## config.mk

```make
export PLATFORM = sky130hd
export DESIGN_NAME = div18_seq
export DESIGN_NICKNAME = d
export VERILOG_FILES = /design/src/rtl/div18_seq.sv
export SDC_FILE = /design/constraint.sdc
export NUM_CORES = 1
export LEC_CHECK = 0
export ABC_AREA = 1
export BUFFER_PORTS_ARGS = -buffer_cell sky130_fd_sc_hd__buf_2
export CAP_MARGIN = 20
export CORE_MARGIN = 5
export CORE_UTILIZATION = 38
export DETAILED_ROUTE_END_ITERATION = 7
export GPL_TIMING_DRIVEN = 0
export PLACE_DENSITY_LB_ADDON = 0.15
export SYNTH_ARGS = -nofsm -noshare
export SYNTH_HDL_FRONTEND = slang
export SYNTH_SLANG_ARGS = --single-unit
```

## constraint.sdc

```tcl
create_clock -name clk_i -period 2.6 [get_ports clk_i]
set_input_delay 0.52 -clock clk_i [delete_from_list [all_inputs] [get_ports clk_i]]
set_output_delay 0.52 -clock clk_i [all_outputs]
set_load 0.005 [all_outputs]
```

## src/rtl/div18_seq.sv

```systemverilog
// Sequential restoring divider: one quotient bit per clock, MSB first,
// with a valid/ready request side and a valid/ready result side.
module div18_seq #(
  parameter int unsigned WIDTH = 18
) (
  input  logic             clk_i,
  input  logic             rst_i,
  input  logic             valid_i,
  output logic             ready_o,
  input  logic [WIDTH-1:0] din1_i,
  input  logic [WIDTH-1:0] din2_i,
  output logic             valid_o,
  input  logic             ready_i,
  output logic [WIDTH-1:0] quot_o,
  output logic [WIDTH-1:0] rem_o,
  output logic             dz_o
);

  localparam int unsigned CW = $clog2(WIDTH + 1);

  typedef enum logic [1:0] {
    S_IDLE,
    S_BUSY,
    S_DONE
  } state_t;

  state_t           r_state;
  state_t           w_next;
  logic [WIDTH-1:0] r_quot;
  logic [WIDTH-1:0] r_rem;
  logic [WIDTH-1:0] r_div;
  logic [CW-1:0]    r_cnt;
  logic             r_dz;

  logic [WIDTH:0]   w_shift;
  logic [WIDTH-1:0] w_sub;
  logic             w_borrow;
  logic             w_last;

  // r_quot doubles as the dividend shift register: dividend bits leave at
  // the top while quotient bits enter at the bottom.
  assign w_shift  = {r_rem, r_quot[WIDTH-1]};
  assign w_borrow = (w_shift < {1'b0, r_div});
  // Without a borrow the true difference is below the divisor, so the
  // low WIDTH bits of the modular subtraction are exact.
  assign w_sub    = w_shift[WIDTH-1:0] - r_div;
  assign w_last   = (r_cnt == CW'(WIDTH - 1));

  always_ff @(posedge clk_i) begin
    if (rst_i) begin
      r_state <= S_IDLE;
    end else begin
      r_state <= w_next;
    end
  end

  always_comb begin
    w_next = r_state;
    case (r_state)
      S_IDLE: begin
        if (valid_i) begin
          w_next = (din2_i == '0) ? S_DONE : S_BUSY;
        end
      end
      S_BUSY: begin
        if (w_last) begin
          w_next = S_DONE;
        end
      end
      S_DONE: begin
        if (ready_i) begin
          w_next = S_IDLE;
        end
      end
      default: w_next = S_IDLE;
    endcase
  end

  always_ff @(posedge clk_i) begin
    if (rst_i) begin
      r_quot <= '0;
      r_rem  <= '0;
      r_div  <= '0;
      r_cnt  <= '0;
      r_dz   <= 1'b0;
    end else begin
      case (r_state)
        S_IDLE: begin
          if (valid_i) begin
            r_div <= din2_i;
            r_cnt <= '0;
            if (din2_i == '0) begin
              r_quot <= '1;
              r_rem  <= din1_i;
              r_dz   <= 1'b1;
            end else begin
              r_quot <= din1_i;
              r_rem  <= '0;
              r_dz   <= 1'b0;
            end
          end
        end
        S_BUSY: begin
          r_cnt  <= r_cnt + CW'(1);
          r_quot <= {r_quot[WIDTH-2:0], ~w_borrow};
          r_rem  <= w_borrow ? w_shift[WIDTH-1:0] : w_sub;
        end
        S_DONE: begin
          if (ready_i) begin
            r_quot <= '0;
            r_rem  <= '0;
            r_dz   <= 1'b0;
            r_cnt  <= '0;
          end
        end
        default: begin
          r_cnt <= '0;
        end
      endcase
    end
  end

  // During BUSY r_quot still carries dividend bits, so results are gated.
  assign ready_o = (r_state == S_IDLE);
  assign valid_o = (r_state == S_DONE);
  assign quot_o  = valid_o ? r_quot : '0;
  assign rem_o   = valid_o ? r_rem  : '0;
  assign dz_o    = valid_o & r_dz;

endmodule

```

# Yosys cells after proc, flatten, opt, wreduce, memory -nomap -nowiden

Cells that the tools add are included.

Bitwise operators: 2
Reductions and logical operators: 9
Magnitude comparators: 1
Add/subtract/negate cells: 2
Equality and inequality tests: 6
Muxes and demuxes: 22

Operators with widths:

| cell                  | number |
|---|---|
| $mux W18              | 8 |
| $pmux W18 S3          | 2 |
| $lt A19 B18 Y1        | 1 |
| $logic_not A18 Y1     | 1 |
| $sub A18 B18 Y18      | 1 |
| $pmux W5 S3           | 1 |
| $mux W5               | 2 |
| $reduce_and A3 Y1     | 3 |
| $mux W2               | 4 |
| $pmux W2 S3           | 1 |
| $add A5 B1 Y5 const B | 1 |
| $eq A5 B5 Y1 const B  | 1 |
| $ne A2 B2 Y1 const B  | 2 |
| $reduce_and A2 Y1     | 2 |
| $mux W1               | 3 |
| $reduce_bool A3 Y1    | 1 |
| $eq A2 B1 Y1 const B  | 1 |
| $eq A2 B2 Y1 const B  | 1 |
| $logic_not A2 Y1      | 1 |
| $ne A2 B1 Y1 const B  | 1 |
| $pmux W1 S2           | 1 |
| $reduce_bool A2 Y1    | 1 |
| $and A1 B1 Y1         | 1 |
| $not A1 Y1            | 1 |

Flip-flop bits (word level): 62

# Logic depth before layout (Yosys ltp)

Depth in word-level cells: 4
Gate-level depth with buffers: 14
Mapped depth without buffers: 14

# Worst setup path after synthesis

Ideal clock, no wire load.

Path kind: register to register
Start: register r_quot[17]
End: register r_rem[12]
Library setup time: 0.119 ns
Arrival: 1.703 ns
Setup slack: 0.778 ns
Cell stages (with the launch flop): 14
Clock period less this slack: 1.822 ns
Path buffers: 0
Cells stage by stage: dfxtp_1 -> inv_1 -> ha_1 -> fa_1 -> inv_1 -> nand3_1 -> nand3_1 -> nand2_1 -> nand2_1 -> nand2_1 -> nand2_1 -> nor2_1 -> o21ai_1 -> a21oi_1

Longest elaborated chain between the ends: 3
Elaborated cells on any way between the ends: 4
Classes of those cells: add/sub (1); order compare (1); mux (2)

RTL lines:

| what                                                      | RTL line | text |
|---|---|---|
| start, declared                                           | 29       | `logic [WIDTH-1:0] r_quot;` |
| start signal, assigned                                    | 97       | `r_quot <= din1_i;` |
| start signal, assigned                                    | 105      | `r_quot <= {r_quot[WIDTH-2:0], ~w_borrow};` |
| $sub A18 B18 Y18 / $lt A19 B18 Y1 (equally long branches) | 46, 43   |  |
| $mux W18 (*)                                              | 106      | `r_rem <= w_borrow ? w_shift[WIDTH-1:0] : w_sub;` |
| $pmux W18 S3 (*)                                          | 87       | `case (r_state)` |
| end signal, assigned                                      | 94       | `r_rem <= din1_i;` |
| end signal, assigned                                      | 106      |  |
| end, declared                                             | 30       | `logic [WIDTH-1:0] r_rem;` |

Every way passes the cells marked *; elsewhere a longest branch is shown, timed or not.
A chain may end at the register's enable or synchronous reset.

# Final worst setup path

Start: register r_state[0]
End: output quot_o[11]

Longest elaborated chain between the ends: 2

RTL lines:

| what                   | RTL line | text |
|---|---|---|
| start, declared        | 27       | `state_t r_state;` |
| start signal, assigned | 53       | `r_state <= w_next;` |
| $eq A2 B2 Y1           | 125      | `assign valid_o = (r_state == S_DONE);` |
| $mux W18               | 126      | `assign quot_o = valid_o ? r_quot : '0;` |
| end, declared          | 14       | `output logic [WIDTH-1:0] quot_o,` |

No other way between the ends.

==> metrics.md <==
| Metric | Value |
|---|---|
| Outcome | finished, final reports clean |
| Reg area | 1240 sq um |
| Reg2reg start | r_quot[17] |
| FMAX | 407 MHz |
| Clock slew at reported path FFs | 60 ps |
| RSZ-0062 raised after global routing | no |
| Post-synthesis sequential area ratio | 0.270 |
| Initial Utilization | 0.385 |
| Final worst slack | 140 ps |
| Root Driver | clkbuf_16 |
| Crit path max fanout | 10 |
| # diodes | 0 |
| Power Density | 1480 nW/um^2 |
| Wirelength per Cell | 14.7 um |
| VDD IR-drop max | 0.447 mV |
| Cell area after synthesis | 4600 sq um |
| Crit. Startpoint | r_state[0] |
| Commonest non-fill, non-tap cell in the layout | nand2_1 |
| Setup Crit Path Kind | flip-flop to output pin |
| GRT Overall Usage | 0.201 |
| Overflow left after global routing | 0 |
| Max-capacitance violation count | 0 |
| Yosys warning count | 0 |
| Final min period | 2460 ps |
| Mapped Nets | 805 |
| Most frequent cells in the layout | nand2_1 (196), inv_1 (134), buf_2 (85) |
| Mapped Cells | 740 |
| Leakage | 0.00300 uW |
| Final setup viols | 0 |
| Clock sinks | 62 |
| Nets | 894 |
| Final ANT Viol Nets | 0 |
| DR vias/cell | 5.06 |
| Core ar. | 12000 sq um |
| Hold Crit Start | rst_i |
| Netlist cell types | 39 |
| Rows | 40 |
| Die Ht | 120 um |
| Crit path launch type | flip-flop |
| Largest net degree at the start of global routing | 13 |
| Worst clock skew | 7.41 ps |
| Detailed Route Iter0 Violations | 217 |
| Commonest register cell after synthesis | dfxtp_1 |
| Post-synth EDFFs | 0 |
| Die ar. | 14400 sq um |
| Period Utilization, post-route | 0.946 |
| Critical Path RT | 2080 ps |
| Post-Syn Area per Cell | 6.22 sq um |
| Final wirelength | 14400 um |
| CTS H-tree depth | 3 |
| Max clock buf depth | 2 |
| Number of global-route vias before repair | 4804 |
| IO Port Bufs | 78 |
| Initial antenna violation count | 0 |
| Hold Vio Cnt, Final | 0 |
| Fraction of registers with async set/reset | 0 |
| Multi-input logic area | 2690 sq um |
| Hold WC Path Type | input pin to flip-flop |
| Clk Latency, worst-skew pair | 340 ps |
| Slew @ Worst Pin | 593 ps |
| Die W | 120 um |
| I/O Pins | 79 |
| Detailed-route DRC error count | 0 |
| Max Slew Vio Count | 0 |
| Setup bufs post-CTS | 0 |
| First-pass GRT wire length | 23300 um |
| DP HPWL | 11800 um |
| Area delta synth->final | 19.2% |
| Routed vias | 4965 |
| Fillers | 1296 |
| Share of layout cells above drive strength 1 | 0.158 |
| Total CTS buffers | 9 |
| Setup crit end kind | output pin |
| Max_slew headroom | 0.600 |
| TritonCTS clock tree | built |
| Setup TNS | 0 ps |
| DR pass1 iterations | 5 |
| Place WS | 297 ps |
| Final GP Congestion | 0.915 |
| FF+latch count, synth | 62 |
| CP arrival | 1940 ps |
==> where the power goes <==
group / leakage, uW / internal, uW / switching, uW
registers: 0.000511 / 1300 / 315
clock network: 0.000141 / 772 / 472
logic: 0.00235 / 1820 / 3440
total: 0.00300 / 3900 / 4230
==> registers in the layout (all words and copies together) (netlist names) <==
name and flops:
r_div 18, r_state 2, r_quot 18, r_rem 18
r_cnt 5, r_dz 1
==> Yosys cell counts (all sizes together), types with 2 or more instances <==
cell / instances / area, sq um
a221oi: 17 / 149
buf: 9 / 61.3
nor2: 42 / 194
clkbuf: 23 / 86.3
inv: 139 / 522
xor2: 2 / 17.5
xnor2: 5 / 43.8
o21ai: 67 / 335
a21oi: 70 / 377
nand3: 40 / 233
nand4: 19 / 119
dfxtp: 62 / 1240
nor3: 7 / 35.0
ha: 24 / 300
o21bai: 2 / 15.0
nand2: 202 / 783
==> per-stage QoR <==
step	hold slack, ps	utilization	power (uW)	area (sq um)	std cells
floorplan	433	-	5550	4600	740
finish	366	0.459	8130	5490	981
detailed placement	453	0.433	6840	5180	965
global placement	445	0.433	6760	5180	965
global route	359	0.459	8920	5490	981
CTS	359	0.459	8120	5490	981
==> critical path, stage by stage (launching register included) <==
cell and delay (ps):
dfxtp_1 330, inv_1 90, ha_1 190, clkbuf_2 270
clkbuf_1 430, nand2_1 120, inv_1 60, buf_2 100
==> worst paths after layout <==
| path | end | cells after the start | slack, ps |
|---|---|---|---|
| setup / recovery | quot_o[11] | 7 | 140 |
| hold / removal | r_dz | 2 | 370 |
| setup reg to reg | r_rem[12] | 13 | 360 |
| hold reg to reg | r_div[9] | 2 | 460 |
==> cell families (layout without fill, tap and decap cells) <==
kind of cell,after synthesis,after routing,synth area share
AO/OA/AOI/OAI,158,158,0.193
XOR/XNOR,7,7,0.0133
adder cells (fa/ha/maj),25,25,0.0696
buffers and inverters,172,266,0.146
flip-flops,62,62,0.270
AND/OR/NAND/NOR,316,316,0.308
==> area by class of cell <==
cell class | instances | area share
repair buffers | 78 | 0.0712
flip-flops and latches | 62 | 0.226
multi-input cells | 506 | 0.490
plain buffers | 32 | 0.0271
well taps | 147 | 0.0335
inverters | 140 | 0.0958
clock buffers | 10 | 0.0436
clock inverters | 6 | 0.0128
==> timing repair <==
action	CTS	global route
setup endpoints to repair	23	0
gates resized for setup	1	0
hold buffers	0	0
==> metal layers <==
metal | track usage | up-vias | part of all wire
li1 | - | 2553 | -
met1 | 0.251 | 2249 | 0.44
met2 | 0.344 | 139 | 0.48
met3 | 0.0330 | 24 | 0.052
met4 | 0.0773 | 0 | 0.023
met5 | 0 | - | 0
No activity file was read; power rests on OpenSTA's default activity.
